File: config.mk
export PLATFORM = sky130hd
export DESIGN_NAME = first_counter
export DESIGN_NICKNAME = d
export VERILOG_FILES = /design/src/rtl/first_counter_pkg.sv /design/src/rtl/first_counter.sv
export SDC_FILE = /design/constraint.sdc
export NUM_CORES = 1
export LEC_CHECK = 0
export ABC_AREA = 0
export BUFFER_PORTS_ARGS = -buffer_cell sky130_fd_sc_hd__buf_4
export CORE_AREA = 5 5 42 44
export DETAILED_ROUTE_END_ITERATION = 8
export DIE_AREA = 0 0 47 49
export GPL_ROUTABILITY_DRIVEN = 1
export SLEW_MARGIN = 30
export SYNTH_ARGS = -nofsm -noshare
export SYNTH_HDL_FRONTEND = slang
export SYNTH_SLANG_ARGS = --single-unit
File: constraint.sdc
create_clock -name clk -period 1.31 [get_ports clk]
set_clock_uncertainty 0.15 [all_clocks]
set_input_delay 0.0655 -clock clk [delete_from_list [all_inputs] [get_ports clk]]
set_output_delay 0.0655 -clock clk [all_outputs]
set_load 0.05 [all_outputs]
File: src/rtl/first_counter_pkg.sv
// first_counter_pkg
//   Shared constants for the first_counter utility block.
//   COUNTER_W : default counter width in bits (legal range 1..32).
package first_counter_pkg;

  localparam int COUNTER_W = 4;

endpackage : first_counter_pkg

File: src/rtl/first_counter.sv
// first_counter
//   Free-running up-counter with count enable and synchronous clear.
//   The count wraps from 2^WIDTH-1 to 0 silently and the output comes
//   straight from the state register, so no input reaches it combinationally.
//
// Parameters
//   WIDTH        counter and output width in bits, 1..32 (default COUNTER_W)
//
// Ports
//   clk          rising-edge clock; all state updates on posedge
//   reset        synchronous, active-high clear; dominates enable
//   enable       active-high count enable, sampled at posedge clk
//   counter_out  current count (WIDTH bits), registered
module first_counter
  import first_counter_pkg::*;
#(
  parameter int WIDTH = COUNTER_W
) (
  input  logic             clk,
  input  logic             reset,
  input  logic             enable,
  output logic [WIDTH-1:0] counter_out
);

  logic [WIDTH-1:0] r_cnt;

  // Count register: clear wins over increment, otherwise hold.
  always_ff @(posedge clk) begin
    if (reset) begin
      r_cnt <= {WIDTH{1'b0}};
    end else if (enable) begin
      // Truncating add gives the modulo-2^WIDTH wrap with no carry-out.
      r_cnt <= r_cnt + WIDTH'(1'b1);
    end else begin
      r_cnt <= r_cnt;
    end
  end

  assign counter_out = r_cnt;

endmodule : first_counter

Yosys cells after proc, flatten, opt, wreduce, memory -nomap -nowiden:

Cells that the tools add are included.

* flip-flop bits (word level): 4
* bits in latches: 0
* RAM bits: 0
* memory bits (read-only): 0
* input port bits: 3
* output and inout port bits: 4
* word-level logic and storage cells: 2
* memories: 0

* add/sub/neg operators: 1
* multipliers: 0
* divide/modulo/power cells: 0
* $lt $le $gt $ge: 0
* eq/ne operators: 0
* shifts and indexed selects: 0
* multiplexer cells: 0
* bitwise gates (word level): 0
* reduce and logical (&&, ||, !) cells: 0

Operator list (number)
* 4-bit by 1-bit adder with 4-bit output (second input constant): 1

Depth between registers and ports, before layout:

Gate-level depths: netlist of run 1.

* depth after elaboration: 1
* depth in mapped cells: 3
* gate-level depth less buffers: 3

Least setup slack after synthesis of run 1:

Ideal clock, no wire load.

* kind: register to register
* start point: register r_cnt[0] (netlist: counter_out[0])
* end point: register r_cnt[1] (netlist: counter_out[1])
* setup time: 0.116 ns
* arrival: 1.160 ns
* required time: 1.044 ns
* setup slack: -0.116 ns
* stages on the path, launching flop included: 4
* clock period less this slack: 1.426 ns
* cells stage by stage: dfxtp_1 -> ha_1 -> mux2i_1 -> nor2_1

* word-level cells in the longest chain between the ends: 1

Ends and longest elaborated chain
* start: declaration: RTL line first_counter.sv:25 `logic [WIDTH-1:0] r_cnt;`
* start signal: assignment: RTL line first_counter.sv:30 `r_cnt <= {WIDTH{1'b0}};`
* start signal: assignment: RTL line first_counter.sv:33 `r_cnt <= r_cnt + WIDTH'(1'b1);`
* start signal: assignment: RTL line first_counter.sv:35 `r_cnt <= r_cnt;`
* 4-bit by 1-bit adder with 4-bit output: RTL line first_counter.sv:33

No other way between the ends.
A chain may end at the register's enable or synchronous reset.

==> impl_metrics.csv, run 1 <==
group,metric,value,unit
sta,timing_worst_slew_pin_value,0.1170,ns
critical_path,path_buf_inv,2,
synthesis,mappedNetlistArea,178.9,um^2
sta,min_period_over_period,87.94,%
synthesis,post-synth-top-area-cell,"sky130_fd_sc_hd__dfxtp_1",
sta,finalCriticalPeriod,1.152,ns
synthesis,yosysTopAreaCellShare,44.76,%
sta,finalSetupViolCount,0,
critical_path,start_kind,"input port",
global_route,via_count_of_the_first_global_routing_pass,156,
synthesis,synth_cell_type_count,11,
critical_path,critical_path_peak_fanout,5,
floorplan,floorplan.die_area,2303,um^2
detailed_routing,drtAntennaViolNets,0,
layout,diodes,0,
cts,cts_num_sinks,4,
critical_path,cpMaxStageDelayCell,"sky130_fd_sc_hd__dlygate4sd3_1",
synthesis,synth_seq_cells,4,
detailed_routing,detailed_router_iteration_count_before_antenna_repair,2,
critical_path,worstSetupEndpointType,"flip-flop",
detailed_routing,final_routed_wirelength,409,um
cts,cts-root-buf,"sky130_fd_sc_hd__clkbuf_4",
layout,nets,33,
synthesis,synth_nets,20,
synthesis,synth-seq-area-share,44.76,%
power_and_ir_drop,cellLeakagePower,0.1390,nW
floorplan,floorplan.die.width,47,um
sta,fin_tns_setup,0,ns
detailed_routing,num_vias,147,
cts,clockBufferDepth,2,
min_path,class_of_the_tightest_hold_or_removal_check,"flip-flop to flip-flop",
placed_design,quantity_of_i_o_buffers_inserted_on_ports,6,
sta,fin_ws,0.1580,ns
global_route,global_route_wire_length_before_repair,710,um
floorplan,core_region_area,1401,um^2
cts,number_of_buffers_created_by_cts,3,
cts,htreeDepth,1,
global_route,gr-total-overflow,0,
cts,cts.clk_slew.worst_paths,0.04,ns
synthesis,synth.top_cells.by_area,"sky130_fd_sc_hd__dfxtp_1, sky130_fd_sc_hd__mux2_4, sky130_fd_sc_hd__ha_1, sky130_fd_sc_hd__nand4_2, sky130_fd_sc_hd__nor2_1",
critical_path,crit_type,"input port to flip-flop",
cts,cts_tree,"yes",
flow_run,max_capacitance_violation_total,0,
detailed_routing,wire_per_inst,9.512,um
sta,rsz_0062_raised_after_global_routing,"false",
synthesis,post_synth.cell_area_avg,11.18,um^2
placed_design,pre_cts_ws,0.2383,ns
critical_path,crit_arrival,1.12,ns
critical_path,critical_path_required,1.28,ns
global_route,track_usage,4.866,%
floorplan,floorplan.io_pins,7,
synthesis,synth.yosys.warnings,0,
cts,worstSkewPairLatency,0.23,ns
critical_path,timing.critical_path.max_delay_family,"buffers and inverters",
layout,final_layout_size_suffix_gt1_share,55.56,%
synthesis,postSynthCellCount,16,
outcome,run_status,"completed",
sta,hold_violations,0,
power_and_ir_drop,cellPowerDensity,1245,nW/um^2
sta,slew_viol_final,0,
global_route,grt_start_max_net_pins,6,
cts,postCtsSetupRepairBufs,0,
layout,largest_register_ff_count,4,
floorplan,initial_core_util,12.77,%
power_and_ir_drop,worst_vdd_ir,0.3439,mV
floorplan,core.rowCount,14,
floorplan,die-height,49,um
critical_path,critical_path.max_stage_delay,0.53,ns
layout,syn2layout_area_growth,62.24,%
power_and_ir_drop,fin_total_pwr,361.5,uW
sta,max_clock_freq,868.0,MHz
global_route,antenna_found_initial,0,
placed_design,detailedPlacementHpwl,285,um
detailed_routing,route.detailed.vias_per_inst,3.419,
detailed_routing,first_iter_violations,2,
detailed_routing,drc,0,
critical_path,crit_chain,"dlygate4sd3_1 > buf_4 > nand4_2 > mux2_4",
sta,max_slew_margin,91.98,%
placed_design,gp_routability_congestion,0.6391,
layout by cell type (no fill, tap or decap), drive strengths merged:
cell type,count
nor2,3
mux2i,1
nand3b,1
nand4,1
xnor2,1
clkbuf,3
a21oi,1
a21bo,1
ha,1
nor2b,1
mux2,1
dlygate4sd3,2
dfxtp,4
buf,6
metrics by stage:
step / std cells / hold WS (ns) / area, um^2 / util [%]
after global routing: 43 / 0.4357 / 290.3 / 20.71
after detailed placement: 38 / 0.1169 / 247.7 / 17.68
after global placement: 38 / 0.1111 / 247.7 / 17.68
after CTS: 43 / 0.3809 / 290.3 / 20.71
after floorplan: 16 / -0.02285 / 182.7 / -
final: 43 / 0.3777 / 290.3 / 20.71
synth_stat cells, drive strengths merged:
master and instances:
a21oi 1, ha 1, nor2 3, a21bo 1, mux2i 1, nor2b 1
nand4 1, nand3b 1, mux2 1, dfxtp 4, xnor2 1
power breakdown:
group | switching, mW | leakage (nW) | internal, mW
Combinational | 0.0378 | 0.0914 | 0.0256
Sequential | 0.00868 | 0.0338 | 0.131
Clock | 0.0559 | 0.0138 | 0.103
area by class of cell:
type	instances	area [um^2]
sequential	4	83.83
fill	159	1111
tap	16	20.02
clock buffer	3	22.52
multi-input combinational	12	98.84
timing repair buffer	8	65.06
path summary, 6_finish.rpt:
path | from | to | slack (ns) | cells after the start
worst max-delay path | enable | counter_out[3] | 0.16 | 4
worst min register to register | counter_out[1] | counter_out[1] | 0.38 | 2
worst max register to register | counter_out[0] | counter_out[2] | 0.23 | 3
worst min-delay path | counter_out[1] | counter_out[1] | 0.38 | 2
cell families after synthesis:
kind of cell / synth area share [%]
and+or+nand+nor: 20.98
DFF: 44.76
AOI/OAI and AO/OA: 8.389
adders and majority gates: 6.992
xor gates and xnor gates: 4.896
muxes: 13.98
worst register-to-register path: stages (launching register included):
cell and delay (ns):
sky130_fd_sc_hd__dfxtp_2 0.34, sky130_fd_sc_hd__ha_1 0.21, sky130_fd_sc_hd__a21bo_2 0.21, sky130_fd_sc_hd__a21oi_1 0.10
routing by layer:
layer | share of wire (%) | vias up | GRT usage (%)
li1 | - | 78 | -
met2 | 37 | 6 | 4.751
met5 | 0 | - | 0
met1 | 52 | 63 | 5.740
met3 | 11 | 0 | 2.583
met4 | 0 | 0 | 6.912
repair_timing:
action	in CTS	in global routing
resized for setup	0	0
hold buffers	2	0
hold endpoints to repair	3	0
(Power assumes the default switching activity.)
==> run 2: changes to the inputs <==
--- a/config.mk
+++ b/config.mk
@@ -7,9 +7,10 @@
 export LEC_CHECK = 0
 export ABC_AREA = 0
 export BUFFER_PORTS_ARGS = -buffer_cell sky130_fd_sc_hd__buf_4
-export CORE_AREA = 5 5 42 44
+export CORE_AREA = 2 2 39 41
+export CTS_CLUSTER_DIAMETER = 60
 export DETAILED_ROUTE_END_ITERATION = 8
-export DIE_AREA = 0 0 47 49
+export DIE_AREA = 0 0 41 43
 export GPL_ROUTABILITY_DRIVEN = 1
 export SLEW_MARGIN = 30
 export SYNTH_ARGS = -nofsm -noshare
==> run 2 against run 1 <==
Non-clock buffer count is the same. Via count grew 4.1%. Clock-buffer cell count is the same. Clock power shrank 4%. Wire length shrank 11%. Final cell count is the same. Die area shrank 23%. Worst hold slack lost 0.0048 ns. Largest power group unchanged.
==> impl_metrics.csv, run 2 (same netlist as run 1, synthesis figures left out) <==
group,metric,value,unit
critical_path,crit_arrival,1.14,ns
sta,timing_worst_slew_pin_value,0.1165,ns
cts,number_of_buffers_created_by_cts,3,
critical_path,regToRegStartpoint,"counter_out[0]",
critical_path,critical_path_peak_fanout,5,
layout,nets,33,
floorplan,floorplan.io_pins,7,
global_route,track_usage,4.925,%
critical_path,critPathLaunch,"enable",
detailed_routing,drc,0,
cts,postCtsSetupRepairBufs,0,
sta,fin_ws,0.1477,ns
power_and_ir_drop,worst_vdd_ir,0.6387,mV
layout,final_instance_count_excl_fillers,43,
critical_path,r2r_cells,3,
sta,hold_violations,0,
layout,diodes,0,
outcome,run_status,"completed",
floorplan,initial_core_util,12.93,%
critical_path,worstSetupEndpointType,"flip-flop",
power_and_ir_drop,switching_share,26.95,%
detailed_routing,detailed_router_iteration_count_before_antenna_repair,2,
sta,max_clock_freq,860.4,MHz
cts,cts_num_sinks,4,
critical_path,timing.critical_path.to,"counter_out[3]",
layout,ff_latch_area,83.83,um^2
cts,cts_tree,"yes",
layout,finish.utilization,20.98,%
layout,largest_register_ff_count,4,
cts,cts.clk_slew.worst_paths,0.04,ns
critical_path,timing.rr.end,"counter_out[2]",
sta,max_slew_margin,92.01,%
sta,rsz_0062_raised_after_global_routing,"false",
detailed_routing,final_routed_wirelength,365,um
power_and_ir_drop,power_switching,95.48,uW
layout,multi_input_gate_area_in_the_final_layout,98.84,um^2
sta,slew_viol_final,0,
layout,layout_common_cells,"sky130_fd_sc_hd__buf_4, sky130_fd_sc_hd__nor2_1, sky130_fd_sc_hd__clkbuf_4, sky130_fd_sc_hd__dfxtp_2, sky130_fd_sc_hd__dlygate4sd3_1",
critical_path,crit_type,"input port to flip-flop",
placed_design,gp_routability_congestion,0.6285,
cts,cts-root-buf,"sky130_fd_sc_hd__clkbuf_4",
floorplan,core_region_area,1384,um^2
layout,syn2layout_area_growth,62.24,%
power_and_ir_drop,cellLeakagePower,0.1390,nW
placed_design,pre_cts_ws,0.2403,ns
cts,htreeDepth,1,
global_route,via_count_of_the_first_global_routing_pass,122,
power_and_ir_drop,internal_power,258.7,uW
global_route,antenna_found_initial,0,
floorplan,die-height,43,um
power_and_ir_drop,power.share.sequential,39.3,%
min_path,class_of_the_tightest_hold_or_removal_check,"flip-flop to flip-flop",
sta,hold_ws,0.3729,ns
floorplan,core.rowCount,14,
detailed_routing,first_iter_violations,3,
global_route,global_route_wire_length_before_repair,476,um
cts,worstSkewPairLatency,0.23,ns
placed_design,placed_cell_area,247.7,um^2
detailed_routing,wire_per_inst,8.488,um
sta,finalSetupViolCount,0,
placed_design,place.detailed.instances,38,
detailed_routing,route.detailed.vias_per_inst,3.558,
layout,layout.cells.most_common,"sky130_fd_sc_hd__buf_4",
layout,final_layout_size_suffix_gt1_share,55.56,%
global_route,gr-total-overflow,0,
flow_run,max_capacitance_violation_total,0,
sta,fin_tns_setup,0,ns
floorplan,floorplan.die.width,41,um
detailed_routing,drtAntennaViolNets,0,
cts,clockBufferDepth,2,
critical_path,rrSetupSlack,0.23,ns
critical_path,start_kind,"input port",
detailed_routing,num_vias,153,
critical_path,crit_chain,"dlygate4sd3_1 > buf_4 > nand4_2 > mux2_4",
sta,finalCriticalPeriod,1.162,ns
critical_path,cpMaxStageDelayCell,"sky130_fd_sc_hd__dlygate4sd3_1",
power_and_ir_drop,cellPowerDensity,1220,nW/um^2
power_and_ir_drop,power.share.combinational,17.7,%
layout,nFillCells,156,
sta,min_period_over_period,88.73,%
critical_path,critical_path.max_stage_delay,0.54,ns
power_and_ir_drop,clock_network_power_share,43.0,%
placed_design,quantity_of_i_o_buffers_inserted_on_ports,6,
floorplan,floorplan.die_area,1763,um^2
critical_path,critical_path_required,1.28,ns
power_and_ir_drop,fin_total_pwr,354.2,uW
global_route,grt_start_max_net_pins,6,
layout,total_non_filler_cell_area_in_the_finished_layout,290.3,um^2
[run 2: routing by layer]
metal	vias to the layer above	GRT usage, %	share of wire, %
li1	79	-	-
met1	65	5.484	49
met2	9	4.375	35
met5	-	0	0
met3	0	6.283	16
met4	0	4.000	0
[run 2: power by group through the flow]
stage / clock network [mW] / registers, mW / logic (mW)
floorplan: 0 / 0.163 / 0.0141
global placement: 0 / 0.141 / 0.0576
detailed placement: 0 / 0.141 / 0.0581
CTS: 0.160 / 0.139 / 0.0632
global route: 0.169 / 0.140 / 0.0660
finish: 0.152 / 0.139 / 0.0627
[run 2: how the worst min path moves through the flow]
stage | startpoint | to | slack (ns) | cells after the start
after floorplan | reset | counter_out[2] | -0.02 | 1
after global placement | reset | counter_out[2] | 0.11 | 2
after detailed placement | reset | counter_out[2] | 0.11 | 2
after CTS | counter_out[1] | counter_out[1] | 0.38 | 2
after global routing | counter_out[1] | counter_out[1] | 0.40 | 2
final | counter_out[1] | counter_out[1] | 0.37 | 2
[run 2: cell type report]
class                   count  share of cell area, %
repair buffers              8                  22.41
well taps                  16                  6.897
clock buffers               3                  7.759
flip-flops and latches      4                  28.88
multi-input cells          12                  34.05
[run 2: critical path: cells and delay by family]
kind                   cells  cell delay [ns]
AND/OR/NAND/NOR            1             0.07
buffers and inverters      2             0.70
multiplexers               1             0.29
[run 2: repair_timing]
action | CTS | global route
endpoints found under the setup margin | 0 | 0
hold buffers | 2 | 0
hold endpoints to repair | 3 | 0
resized for setup | 0 | 0
==> run 3: changes to the inputs <==
--- a/config.mk
+++ b/config.mk
@@ -12,6 +12,7 @@
 export DETAILED_ROUTE_END_ITERATION = 8
 export DIE_AREA = 0 0 41 43
 export GPL_ROUTABILITY_DRIVEN = 1
+export SETUP_SLACK_MARGIN = 0.15
 export SLEW_MARGIN = 30
 export SYNTH_ARGS = -nofsm -noshare
 export SYNTH_HDL_FRONTEND = slang
==> run 3 against run 2 <==
Register-to-register slack about the same. Combinational power about the same. Wire length did not move. Power is 3.3% higher. Final area is 4.3% higher. Final cell count rose by 2.3%. Clock-buffer cell count is 1 higher. Via count grew 2.6%. Global-route usage rose by 0.79 points. Die area did not move. Flip-flop and latch count is the same. First-iteration DRC count is 33% lower. Largest power group unchanged. Highest routed layer unchanged.
==> impl_metrics.csv, run 3 (same netlist as run 1, synthesis figures left out) <==
group,metric,value,unit
outcome,run_status,"completed",
critical_path,critical_path_peak_fanout,4,
layout,layout_common_cells,"sky130_fd_sc_hd__buf_4, sky130_fd_sc_hd__nor2_1, sky130_fd_sc_hd__clkbuf_4, sky130_fd_sc_hd__dfxtp_4, sky130_fd_sc_hd__dlygate4sd3_1",
min_path,min_path_cells,3,
cts,worstSkewPairLatency,0.24,ns
global_route,via_count_of_the_first_global_routing_pass,148,
sta,rsz_0062_raised_after_global_routing,"false",
layout,total_non_filler_cell_area_in_the_finished_layout,302.8,um^2
detailed_routing,wire_per_inst,8.295,um
min_path,class_of_the_tightest_hold_or_removal_check,"input port to flip-flop",
critical_path,critical_path_required,1.32,ns
placed_design,placed_cell_area,256.5,um^2
critical_path,worstSetupEndpointType,"flip-flop",
cts,cts_num_sinks,4,
layout,finish.utilization,21.88,%
floorplan,core_region_area,1384,um^2
placed_design,place.detailed.instances,38,
sta,finalSetupViolCount,0,
floorplan,floorplan.io_pins,7,
sta,slew_viol_final,0,
power_and_ir_drop,worst_vdd_ir,0.2557,mV
power_and_ir_drop,fin_total_pwr,366.0,uW
floorplan,initial_core_util,12.93,%
placed_design,quantity_of_i_o_buffers_inserted_on_ports,6,
critical_path,start_kind,"input port",
sta,finalCriticalPeriod,1.109,ns
critical_path,timing.rr.end,"counter_out[2]",
detailed_routing,route.detailed.vias_per_inst,3.568,
detailed_routing,num_vias,157,
cts,clockBufferDepth,2,
floorplan,core.rowCount,14,
sta,min_period_over_period,84.66,%
sta,fin_tns_setup,0,ns
layout,diodes,0,
cts,number_of_buffers_created_by_cts,3,
layout,layout.cells.most_common,"sky130_fd_sc_hd__buf_4",
cts,cts_tree,"yes",
placed_design,pre_cts_ws,0.2235,ns
detailed_routing,detailed_router_iteration_count_before_antenna_repair,2,
layout,multi_input_gate_area_in_the_final_layout,98.84,um^2
detailed_routing,drtAntennaViolNets,0,
layout,final_layout_size_suffix_gt1_share,57.14,%
detailed_routing,final_routed_wirelength,365,um
sta,hold_ws,0.03923,ns
placed_design,gp_routability_congestion,0.5562,
critical_path,regToRegStartpoint,"counter_out[0]",
critical_path,rrSetupSlack,0.22,ns
power_and_ir_drop,cellLeakagePower,0.1416,nW
layout,nets,33,
critical_path,crit_type,"input port to flip-flop",
layout,largest_register_ff_count,4,
detailed_routing,first_iter_violations,2,
layout,final_instance_count_excl_fillers,44,
global_route,grt_start_max_net_pins,6,
sta,fin_ws,0.2009,ns
cts,ctsResizeCount,0,
cts,cts.clk_slew.worst_paths,0.04,ns
floorplan,floorplan.die.width,41,um
placed_design,detailedPlacementHpwl,279.5,um
min_path,worst_hold_path.endpoint,"counter_out[3]",
sta,max_clock_freq,901.7,MHz
floorplan,die-height,43,um
sta,timing_worst_slew_pin_value,0.1940,ns
layout,nFillCells,152,
detailed_routing,drc,0,
power_and_ir_drop,cellPowerDensity,1209,nW/um^2
min_path,timing.hold.worst.start,"enable",
global_route,antenna_found_initial,0,
global_route,global_route_wire_length_before_repair,593,um
global_route,track_usage,5.717,%
critical_path,crit_arrival,1.12,ns
layout,syn2layout_area_growth,69.23,%
layout,ff_latch_area,92.59,um^2
sta,hold_violations,0,
sta,max_slew_margin,87.03,%
cts,htreeDepth,1,
floorplan,floorplan.die_area,1763,um^2
global_route,gr-total-overflow,0,
cts,cts-root-buf,"sky130_fd_sc_hd__clkbuf_4",
flow_run,max_capacitance_violation_total,0,
critical_path,r2r_cells,3,
-- run 3: cell count changes in the layout (fill, tap and decap cells not counted), sizes merged --
cell and delta:
clkbuf +1
-- run 3: worst max-delay path by stage --
| stage | startpoint | end | slack, ns | cells past startpoint |
|---|---|---|---|---|
| final | enable | counter_out[2] | 0.20 | 4 |
| after global routing | enable | counter_out[2] | 0.15 | 4 |
| after CTS | enable | counter_out[2] | 0.21 | 4 |
| after detailed placement | counter_out[0] | counter_out[2] | 0.22 | 3 |
| after global placement | counter_out[0] | counter_out[2] | 0.23 | 3 |
| after floorplan | counter_out[0] | counter_out[2] | 0.18 | 3 |
-- run 3: repair_timing --
item	in CTS	in global routing
endpoints found under the hold margin	3	0
buffers inserted	0	0
hold buffers	2	0
setup endpoints to repair	0	0
-- run 3: per-layer routing --
metal  global-route usage, %  up-vias  part of all wire, %
li1                        -       79                    -
met1                   7.051       71                   48
met2                   5.313        7                   37
met3                   3.141        0                   15
met4                   8.000        0                    0
met5                       0        -                    0
-- run 3: power breakdown --
part           total, mW  leakage, nW  internal [mW]  switching, mW
logic             0.0627       0.0914         0.0256         0.0372
clock network      0.167       0.0150          0.114         0.0525
registers          0.136       0.0353          0.128        0.00844
-- run 3: layout make-up --
type | count | share of cell area [%]
Clock buffer | 4 | 8.678
Multi-Input combinational cell | 12 | 32.64
Sequential cell | 4 | 30.58
Tap cell | 16 | 6.612
Timing Repair Buffer | 8 | 21.49
-- run 3: worst max-delay path, cell delays in order --
cell	delay, ns
sky130_fd_sc_hd__buf_4	0.11
sky130_fd_sc_hd__dlygate4sd3_1	0.62
sky130_fd_sc_hd__a21bo_2	0.22
sky130_fd_sc_hd__a21oi_1	0.10
